<file path="src/rtl/controle_seq_if.sv">
// controle_seq_if: handshake, microcode-load and control-output bundle of the sequencer
interface controle_seq_if #(parameter int NREG = 3, parameter int DEPTH = 8);
  localparam int AW = $clog2(DEPTH);
  localparam int W = 3 * NREG + 2;
  logic start;
  logic abort;
  logic [2:0] op;
  logic prog_we;
  logic [AW-1:0] prog_addr;
  logic [W-1:0] prog_data;
  logic [3*NREG-1:0] Treg;
  logic [2:0] Tula;
  logic [AW-1:0] step;
  logic busy;
  logic done;
  modport master (output start, abort, op, prog_we, prog_addr, prog_data,
                  input Treg, Tula, step, busy, done);
  modport slave (input start, abort, op, prog_we, prog_addr, prog_data,
                 output Treg, Tula, step, busy, done);
endinterface

</file>
<file path="src/rtl/controle_seq.sv">
// controle_seq: microprogrammed register/ULA sequencer with writable table, start/abort handshake
module controle_seq #(
  parameter int NREG = 3,
  parameter int DEPTH = 8
) (
  input logic clock,
  input logic reset,
  controle_seq_if.slave bus
);
  localparam int AW = $clog2(DEPTH);
  localparam int W = 3 * NREG + 2;
  localparam logic [3*NREG-1:0] ALL_RST = {NREG{3'b100}};
  typedef enum logic [1:0] {IDLE, RUN, FLUSH} state_t;
  state_t state;
  logic [W-1:0] mem [DEPTH];
  logic [AW-1:0] ptr;
  logic fin;
  logic [2:0] opl;
  logic [W-1:0] w;
  always_comb w = mem[ptr];
  // fin marks that the last word is on the outputs; the following edge completes the run
  always_ff @(posedge clock) begin
    if (reset) begin
      for (int i = 0; i < DEPTH; i++) mem[i] <= (i == DEPTH - 1) ? W'(1) << (W - 1) : '0;
      state <= IDLE;
      ptr <= '0;
      fin <= 1'b0;
      opl <= 3'b000;
      bus.Treg <= '0;
      bus.Tula <= 3'b000;
      bus.step <= '0;
      bus.busy <= 1'b0;
      bus.done <= 1'b0;
    end else begin
      bus.done <= 1'b0;
      case (state)
        IDLE: begin
          if (bus.prog_we) mem[bus.prog_addr] <= bus.prog_data;
          if (bus.start) begin
            opl <= bus.op;
            ptr <= '0;
            fin <= 1'b0;
            bus.step <= '0;
            bus.busy <= 1'b1;
            state <= RUN;
          end
        end
        RUN: begin
          if (bus.abort) begin
            state <= FLUSH;
            bus.Treg <= ALL_RST;
            bus.Tula <= 3'b000;
          end else if (fin) begin
            state <= IDLE;
            bus.Treg <= '0;
            bus.Tula <= 3'b000;
            bus.busy <= 1'b0;
            bus.done <= 1'b1;
          end else begin
            bus.Treg <= w[3*NREG-1:0];
            bus.Tula <= w[3*NREG] ? opl : 3'b000;
            bus.step <= ptr;
            fin <= w[W-1] || ptr == AW'(DEPTH - 1);
            ptr <= ptr + 1'b1;
          end
        end
        default: begin
          state <= IDLE;
          bus.Treg <= '0;
          bus.Tula <= 3'b000;
          bus.busy <= 1'b0;
        end
      endcase
    end
  end
endmodule

</file>
<file path="src/flat_wrapper.sv">
// flat-port wrapper written by rule: the top's interface ports become plain ports
module controle_seq_flat 
#(
  parameter int NREG = 3,
  parameter int DEPTH = 8
)
  (clock, reset, bus_start, bus_abort, bus_op, bus_prog_we, bus_prog_addr, bus_prog_data, bus_Treg, bus_Tula, bus_step, bus_busy, bus_done);
  controle_seq_if #(.NREG(NREG), .DEPTH(DEPTH)) bus_i ();
  input logic clock;
  input logic reset;
  input wire logic [$bits(bus_i.start)-1:0] bus_start;
  input wire logic [$bits(bus_i.abort)-1:0] bus_abort;
  input wire logic [$bits(bus_i.op)-1:0] bus_op;
  input wire logic [$bits(bus_i.prog_we)-1:0] bus_prog_we;
  input wire logic [$bits(bus_i.prog_addr)-1:0] bus_prog_addr;
  input wire logic [$bits(bus_i.prog_data)-1:0] bus_prog_data;
  output wire logic [$bits(bus_i.Treg)-1:0] bus_Treg;
  output wire logic [$bits(bus_i.Tula)-1:0] bus_Tula;
  output wire logic [$bits(bus_i.step)-1:0] bus_step;
  output wire logic [$bits(bus_i.busy)-1:0] bus_busy;
  output wire logic [$bits(bus_i.done)-1:0] bus_done;
  assign bus_i.start = bus_start;
  assign bus_i.abort = bus_abort;
  assign bus_i.op = bus_op;
  assign bus_i.prog_we = bus_prog_we;
  assign bus_i.prog_addr = bus_prog_addr;
  assign bus_i.prog_data = bus_prog_data;
  assign bus_Treg = bus_i.Treg;
  assign bus_Tula = bus_i.Tula;
  assign bus_step = bus_i.step;
  assign bus_busy = bus_i.busy;
  assign bus_done = bus_i.done;
  controle_seq #(.NREG(NREG), .DEPTH(DEPTH)) u_core (.clock(clock), .reset(reset), .bus(bus_i));
endmodule
</file>
<file path="config.mk">
export PLATFORM = sky130hd
export DESIGN_NAME = controle_seq_flat
export DESIGN_NICKNAME = d
export VERILOG_FILES = /design/src/rtl/controle_seq_if.sv /design/src/rtl/controle_seq.sv /design/src/flat_wrapper.sv
export SDC_FILE = /design/constraint.sdc
export NUM_CORES = 1
export LEC_CHECK = 0
export BUFFER_PORTS_ARGS = -buffer_cell sky130_fd_sc_hd__buf_4
export CAP_MARGIN = 20
export CORE_ASPECT_RATIO = 2
export CORE_MARGIN = 2
export CORE_UTILIZATION = 50
export CTS_CLUSTER_SIZE = 16
export DETAILED_ROUTE_END_ITERATION = 16
export PLACE_DENSITY_LB_ADDON = 0.05
export SLEW_MARGIN = 30
export SYNTH_ARGS = -nofsm -noshare
export SYNTH_HDL_FRONTEND = slang
export SYNTH_SLANG_ARGS = --single-unit
</file>
<file path="constraint.sdc">
create_clock -name clock -period 3.1 [get_ports clock]
set_clock_uncertainty 0.1 [all_clocks]
set_input_delay 0.62 -clock clock [delete_from_list [all_inputs] [get_ports clock]]
set_output_delay 0.62 -clock clock [all_outputs]
set_load 0.005 [all_outputs]
</file>
Word-level counts from Yosys, hierarchy flattened
Memory sizes are Yosys's and may differ from the RTL's. A register that Yosys moved wholly into a read port is not among the register bits.
Index checks and enable logic that the tools add are counted.
{ "op_classes": {"shifts": 0, "n_mux": 38, "n_lt_le_gt_ge": 0, "bitwise": 1, "n_div": 0, "reduce_logical": 10, "mul": 0, "eq_ne": 7, "addsub": 1} }
{ "ops": {"columns": ["cell", "n"], "rows": [
  ["3-bit two-way mux", 11],
  ["9-bit two-way mux", 2],
  ["3-bit case mux with 2 select lines", 3],
  ["9-bit case mux with 2 select lines", 1],
  ["1-bit two-way mux", 14],
  ["11-bit two-way mux", 1],
  ["11-bit OR reduction", 1],
  ["2-bit two-way mux", 3],
  ["2-bit inequality test, second input constant", 3],
  ["3-bit AND reduction", 2],
  ["1-bit case mux with 2 select lines", 2],
  ["2-bit case mux with 2 select lines", 1],
  ["2-bit AND reduction", 2],
  ["4-bit AND reduction", 1],
  ["3-bit by 1-bit adder with 3-bit output, second input constant", 1],
  ["3-bit equality test, second input constant", 1],
  ["3-bit by 2-bit inequality test with 1-bit output, second input constant", 1],
  ["3-bit OR reduction", 1],
  ["2-bit by 1-bit equality test with 1-bit output, second input constant", 1],
  ["2-bit logical NOT", 1],
  ["2-bit by 1-bit inequality test with 1-bit output, second input constant", 1],
  ["2-bit nonzero test", 1],
  ["1-bit logical OR", 1],
  ["1-bit inverter", 1]
]} }
{ "totals": {"latch_bits": 0, "word_cells": 67, "ramBits": 88, "register_bits": 26, "inputBits": 22, "romBits": 0, "n_memories": 1, "output_inout_bits": 17} }
{ "memory_table": {"columns": ["memory", "words", "width", "rd", "rd_ports_with_merged_regs", "wr", "line_no", "rtl"], "rows": [
  ["u_core.mem", 8, 11, 1, 1, 8, "controle_seq.sv:15", "logic [W-1:0] mem [DEPTH];"]
]} }

Logic depth before layout (Yosys ltp)
{ "logic_depth": {"depth_word": 6, "depth_mapped": 7, "ltp_nobuf": 4} }

Least setup slack after synthesis
Ideal clock, no wire load.
{ "synth_path": {"path_type": "input port to flip-flop", "from": "in reset", "to": "mem u_core.mem[0][0] in the netlist's numbering, enable pin", "path_buffers": 1, "cell_stages": 5, "setup_time_ns": 0.318, "slack_ns": 1.318, "arrival_time_ns": 1.364, "required_ns": 2.682, "path_cell_list": "nor3_4 > buf_6 > nand3b_4 > nor3_2 > or2_2"} }
{ "synth_lines": {"columns": ["element", "line_no", "rtl"], "rows": [
  ["start: declaration", "flat_wrapper.sv:10", "input logic reset;"],
  ["end: declaration", "controle_seq.sv:15", null]
]} }

Worst setup path in the final report
{ "layout_path": {"from": "reg u_core.state[0]", "to": "reg u_core.bus.Tula[0]"} }
{ "layout_between": {"elab_chain_len": 2, "elab_cells_between_ends": 3, "cone_classes": "eq/ne (1); mux (1); reduce/logical (1)"} }
{ "layout_lines": {"columns": ["element", "line_no", "rtl"], "rows": [
  ["start: declaration", "controle_seq.sv:14", "state_t state;"],
  ["start signal: assignment", "controle_seq.sv:25", "state <= IDLE;"],
  ["start signal: assignment", "controle_seq.sv:45", "state <= RUN;"],
  ["start signal: assignment", "controle_seq.sv:50", "state <= FLUSH;"],
  ["2-bit by 1-bit equality test with 1-bit output / 2-bit logical NOT (equally long branches)", "controle_seq.sv:36", "case (state)"],
  ["3-bit case mux with 2 select lines", "controle_seq.sv:36", null],
  ["end signal: assignment", "controle_seq.sv:61", "bus.Tula <= w[3*NREG] ? opl : 3'b000;"],
  ["end: declaration", "controle_seq_if.sv:19", "output Treg, Tula, step, busy, done);"]
]} }
Several ways; a longest one is shown, not always the timed one.
A chain may end at the register's enable or synchronous reset.

==> impl_metrics.env <==
export IMPL_status="finished, final reports clean"
export IMPL_clk_latency_ns=0.41
export IMPL_clk_pin_slew_ns=0.06
export IMPL_layout_drive_gt1_share_pct=24.9
export IMPL_yosys_area_share_simple_pct=20.2
export IMPL_place_gp_congestion=0.770
export IMPL_arrival_ns=2.33
export IMPL_slew_violations=0
export IMPL_hold_ws_ns=0.353
export IMPL_relSlewSlack_pct=46.2
export IMPL_nNetsFinal=453
export IMPL_reg2reg_depth=4
export IMPL_grt_pass1_wl_mm=17.7
export IMPL_min_path_type="in -> reg"
export IMPL_routed_wl_mm=11.3
export IMPL_worst_setup_path_end_kind="flip-flop"
export IMPL_ys_seq_area_share_pct=62.8
export IMPL_synth_compound_area_share_pct=7.20
export IMPL_post_cts_buffers=0
export IMPL_yosys_warnings=0
export IMPL_synth_area_mux_share_pct=6.27
export IMPL_track_usage_pct=22.9
export IMPL_rsz0062_at_grt="no"
export IMPL_synth_net_count=407
export IMPL_synthAdderAreaFrac_pct=0.488
export IMPL_drtIter0Drc=150
export IMPL_path_max_fanout=10
export IMPL_setup_worst_path_start="u_core.state[0]"
export IMPL_cts_made_buffers=17
export IMPL_netlist_area_sq_mm=0.00513
export IMPL_row_count=52
export IMPL_synth_seq_cells=117
export IMPL_initial_utilization_pct=50.9
export IMPL_final_common_cell="edfxtp_1"
export IMPL_period_needed_ns=2.08
export IMPL_dp_slack_ns=0.804
export IMPL_die_y_um=147
export IMPL_synth_edff_count=88
export IMPL_max_slew_worst_pin_slew_ns=0.801
export IMPL_layoutNonFillerInstCount=577
export IMPL_drc=0
export IMPL_grt_max_degree=30
export IMPL_top_layer="met4"
export IMPL_avgSynthCellArea_sq_um=13.4
export IMPL_p_per_area_mw_per_mm2=631
export IMPL_synth_distinct_cells=38
export IMPL_vdd_drop_max_v=0.000434
export IMPL_setup_tns_ns=0
export IMPL_worstSetupStartpointType="flip-flop"
export IMPL_mostFrequentLayoutCells="edfxtp_1 (88), and2_1 (87), buf_4 (52), nor2b_1 (29), dfxtp_1 (29)"
export IMPL_antenna_found_initial=0
export IMPL_cts_buffer_depth=2
export IMPL_placed_area_sq_mm=0.00554
export IMPL_place_port_buffers=38
export IMPL_h_tree_depth=4
export IMPL_synth_top_family_by_area="simple AND/OR/NAND/NOR gates"
export IMPL_wl_met1_mm=4.21
export IMPL_required_ns=3.36
export IMPL_hold_buffers=0
export IMPL_hold_viol_final=0
export IMPL_cts_sinks=117
export IMPL_wl_met3_um=349
export IMPL_cts_tree="built"
export IMPL_dieArea_sq_mm=0.0111
export IMPL_area_delta_synth_final_pct=19.3
export IMPL_finalCritPeriodShare_pct=67.1
export IMPL_p_leak_nw=2.34
export IMPL_grt_overflow_total=0
export IMPL_rr_endpoint="u_core.bus.Tula[0]"
export IMPL_maxCapViolations=0
export IMPL_routed_via_density=5.39
export IMPL_die_w_um=75.6
export IMPL_drt_pre_antenna_iters=4
export IMPL_detailroute_wirelength_met2_mm=6.45
export IMPL_finalInstanceArea_sq_mm=0.00612
export IMPL_syn_inst=383
export IMPL_coreArea_sq_mm=0.0101
export IMPL_worstSetupEndpoint="u_core.bus.Tula[0]"
export IMPL_fmax_mhz=481
export IMPL_wl_per_cell_um=19.6
export IMPL_setup_viol=0
export IMPL_reg2reg_slack_ns=1.02
export IMPL_antenna_left=0
export IMPL_synth_xor_area_share_pct=0
export IMPL_root_buffer="clkbuf_16"
export IMPL_ios=39
export IMPL_antenna_cells=0
export IMPL_cts_resized=0
export IMPL_dp_cells=545
export IMPL_route_vias_total=3112
export IMPL_synth_flop_cell="edfxtp_1"
export IMPL_r2r_start="u_core.state[0]"
export IMPL_crit_type="reg -> reg"
export IMPL_synthArstFlopShare_pct=0
export IMPL_hpwl_mm=8.06
export IMPL_grt_pass1_vias=3292
export IMPL_setup_ws_ns=1.02
[where the power goes]
group | total (mW) | switching (mW) | internal, mW
Clock | 1.89 | 0.712 | 1.18
Sequential | 1.77 | 0.0282 | 1.74
Combinational | 0.197 | 0.114 | 0.0833
[cell usage after synthesis, drive strengths merged, types with 2 or more instances]
cell type	count	area, sq um
nand2b	5	31.3
a211oi	10	75.1
a2111oi	11	103
o221ai	3	26.3
mux2	3	33.8
mux2i	4	40.0
nor3b	2	15.0
and2	87	544
o41ai	6	52.6
nand2	10	37.5
or2	8	50.1
mux4	11	248
a22o	3	26.3
a22oi	5	37.5
a21oi	4	20.0
nor3	6	46.3
clkbuf	13	50.0
ha	2	25.0
nor2b	29	181
dfxtp	29	581
buf	12	100
nor2	18	67.6
or3	4	25.0
o21ai	3	15.0
edfxtp	88	2640
[final cells by class]
class / instances / area [sq um]
Tap cell: 135 / 169
Clock inverter: 15 / 158
Sequential cell: 117 / 3220
Clock buffer: 17 / 425
Timing Repair Buffer: 52 / 390
Fill cell: 840 / 3960
Inverter: 1 / 3.75
Multi-Input combinational cell: 240 / 1750
[through the flow]
stage	util, %	power [mW]
finish	60.7	3.86
global route	60.7	3.98
detailed placement	54.9	2.00
CTS	60.7	3.89
floorplan	-	1.91
global placement	54.9	2.00
[kinds of logic (layout without fill, tap and decap cells)]
logic type               after synthesis  count (layout)
AO/OA/AOI/OAI                         47              47
adder cells (fa/ha/maj)                2               2
buffers and inverters                 26              85
flip-flops                           117             117
multiplexers                          18              18
AND/OR/NAND/NOR                      173             173
[critical path: stages, from the launching register on]
cell and delay (ns):
dfxtp_1 0.58, nor3b_1 0.39, nand2_1 0.28, nor4_1 0.47
a22o_1 0.20
[worst min path at each step]
stage,startpoint,to,slack (ns),cells after the start
global route,bus_abort,u_core.state[1],0.37,2
CTS,bus_op[2],u_core.opl[2],0.34,3
floorplan,u_core.opl[0],u_core.bus.Tula[0],0.34,1
finish,bus_op[2],u_core.opl[2],0.35,3
detailed placement,u_core.bus.Treg[6],u_core.bus.Treg[6],0.35,2
global placement,u_core.bus.Treg[1],u_core.bus.Treg[1],0.34,2
[metal layers]
layer  track usage, %  up-vias
met2             40.0       62
met5                0        -
met3             5.90       27
met4             10.0        0
li1                 -     1494
met1             25.1     1529
[flip-flops by register name, indices dropped and copies added, names as in the netlist, named ones only]
register	count
u_core.mem	88
u_core.bus.Treg	9
u_core.bus.Tula	3
u_core.bus.step	3
u_core.opl	3
u_core.ptr	3
u_core.state	2
u_core.bus.busy	1
u_core.bus.done	1
u_core.fin	1
No activity file was read; power rests on OpenSTA's default activity.
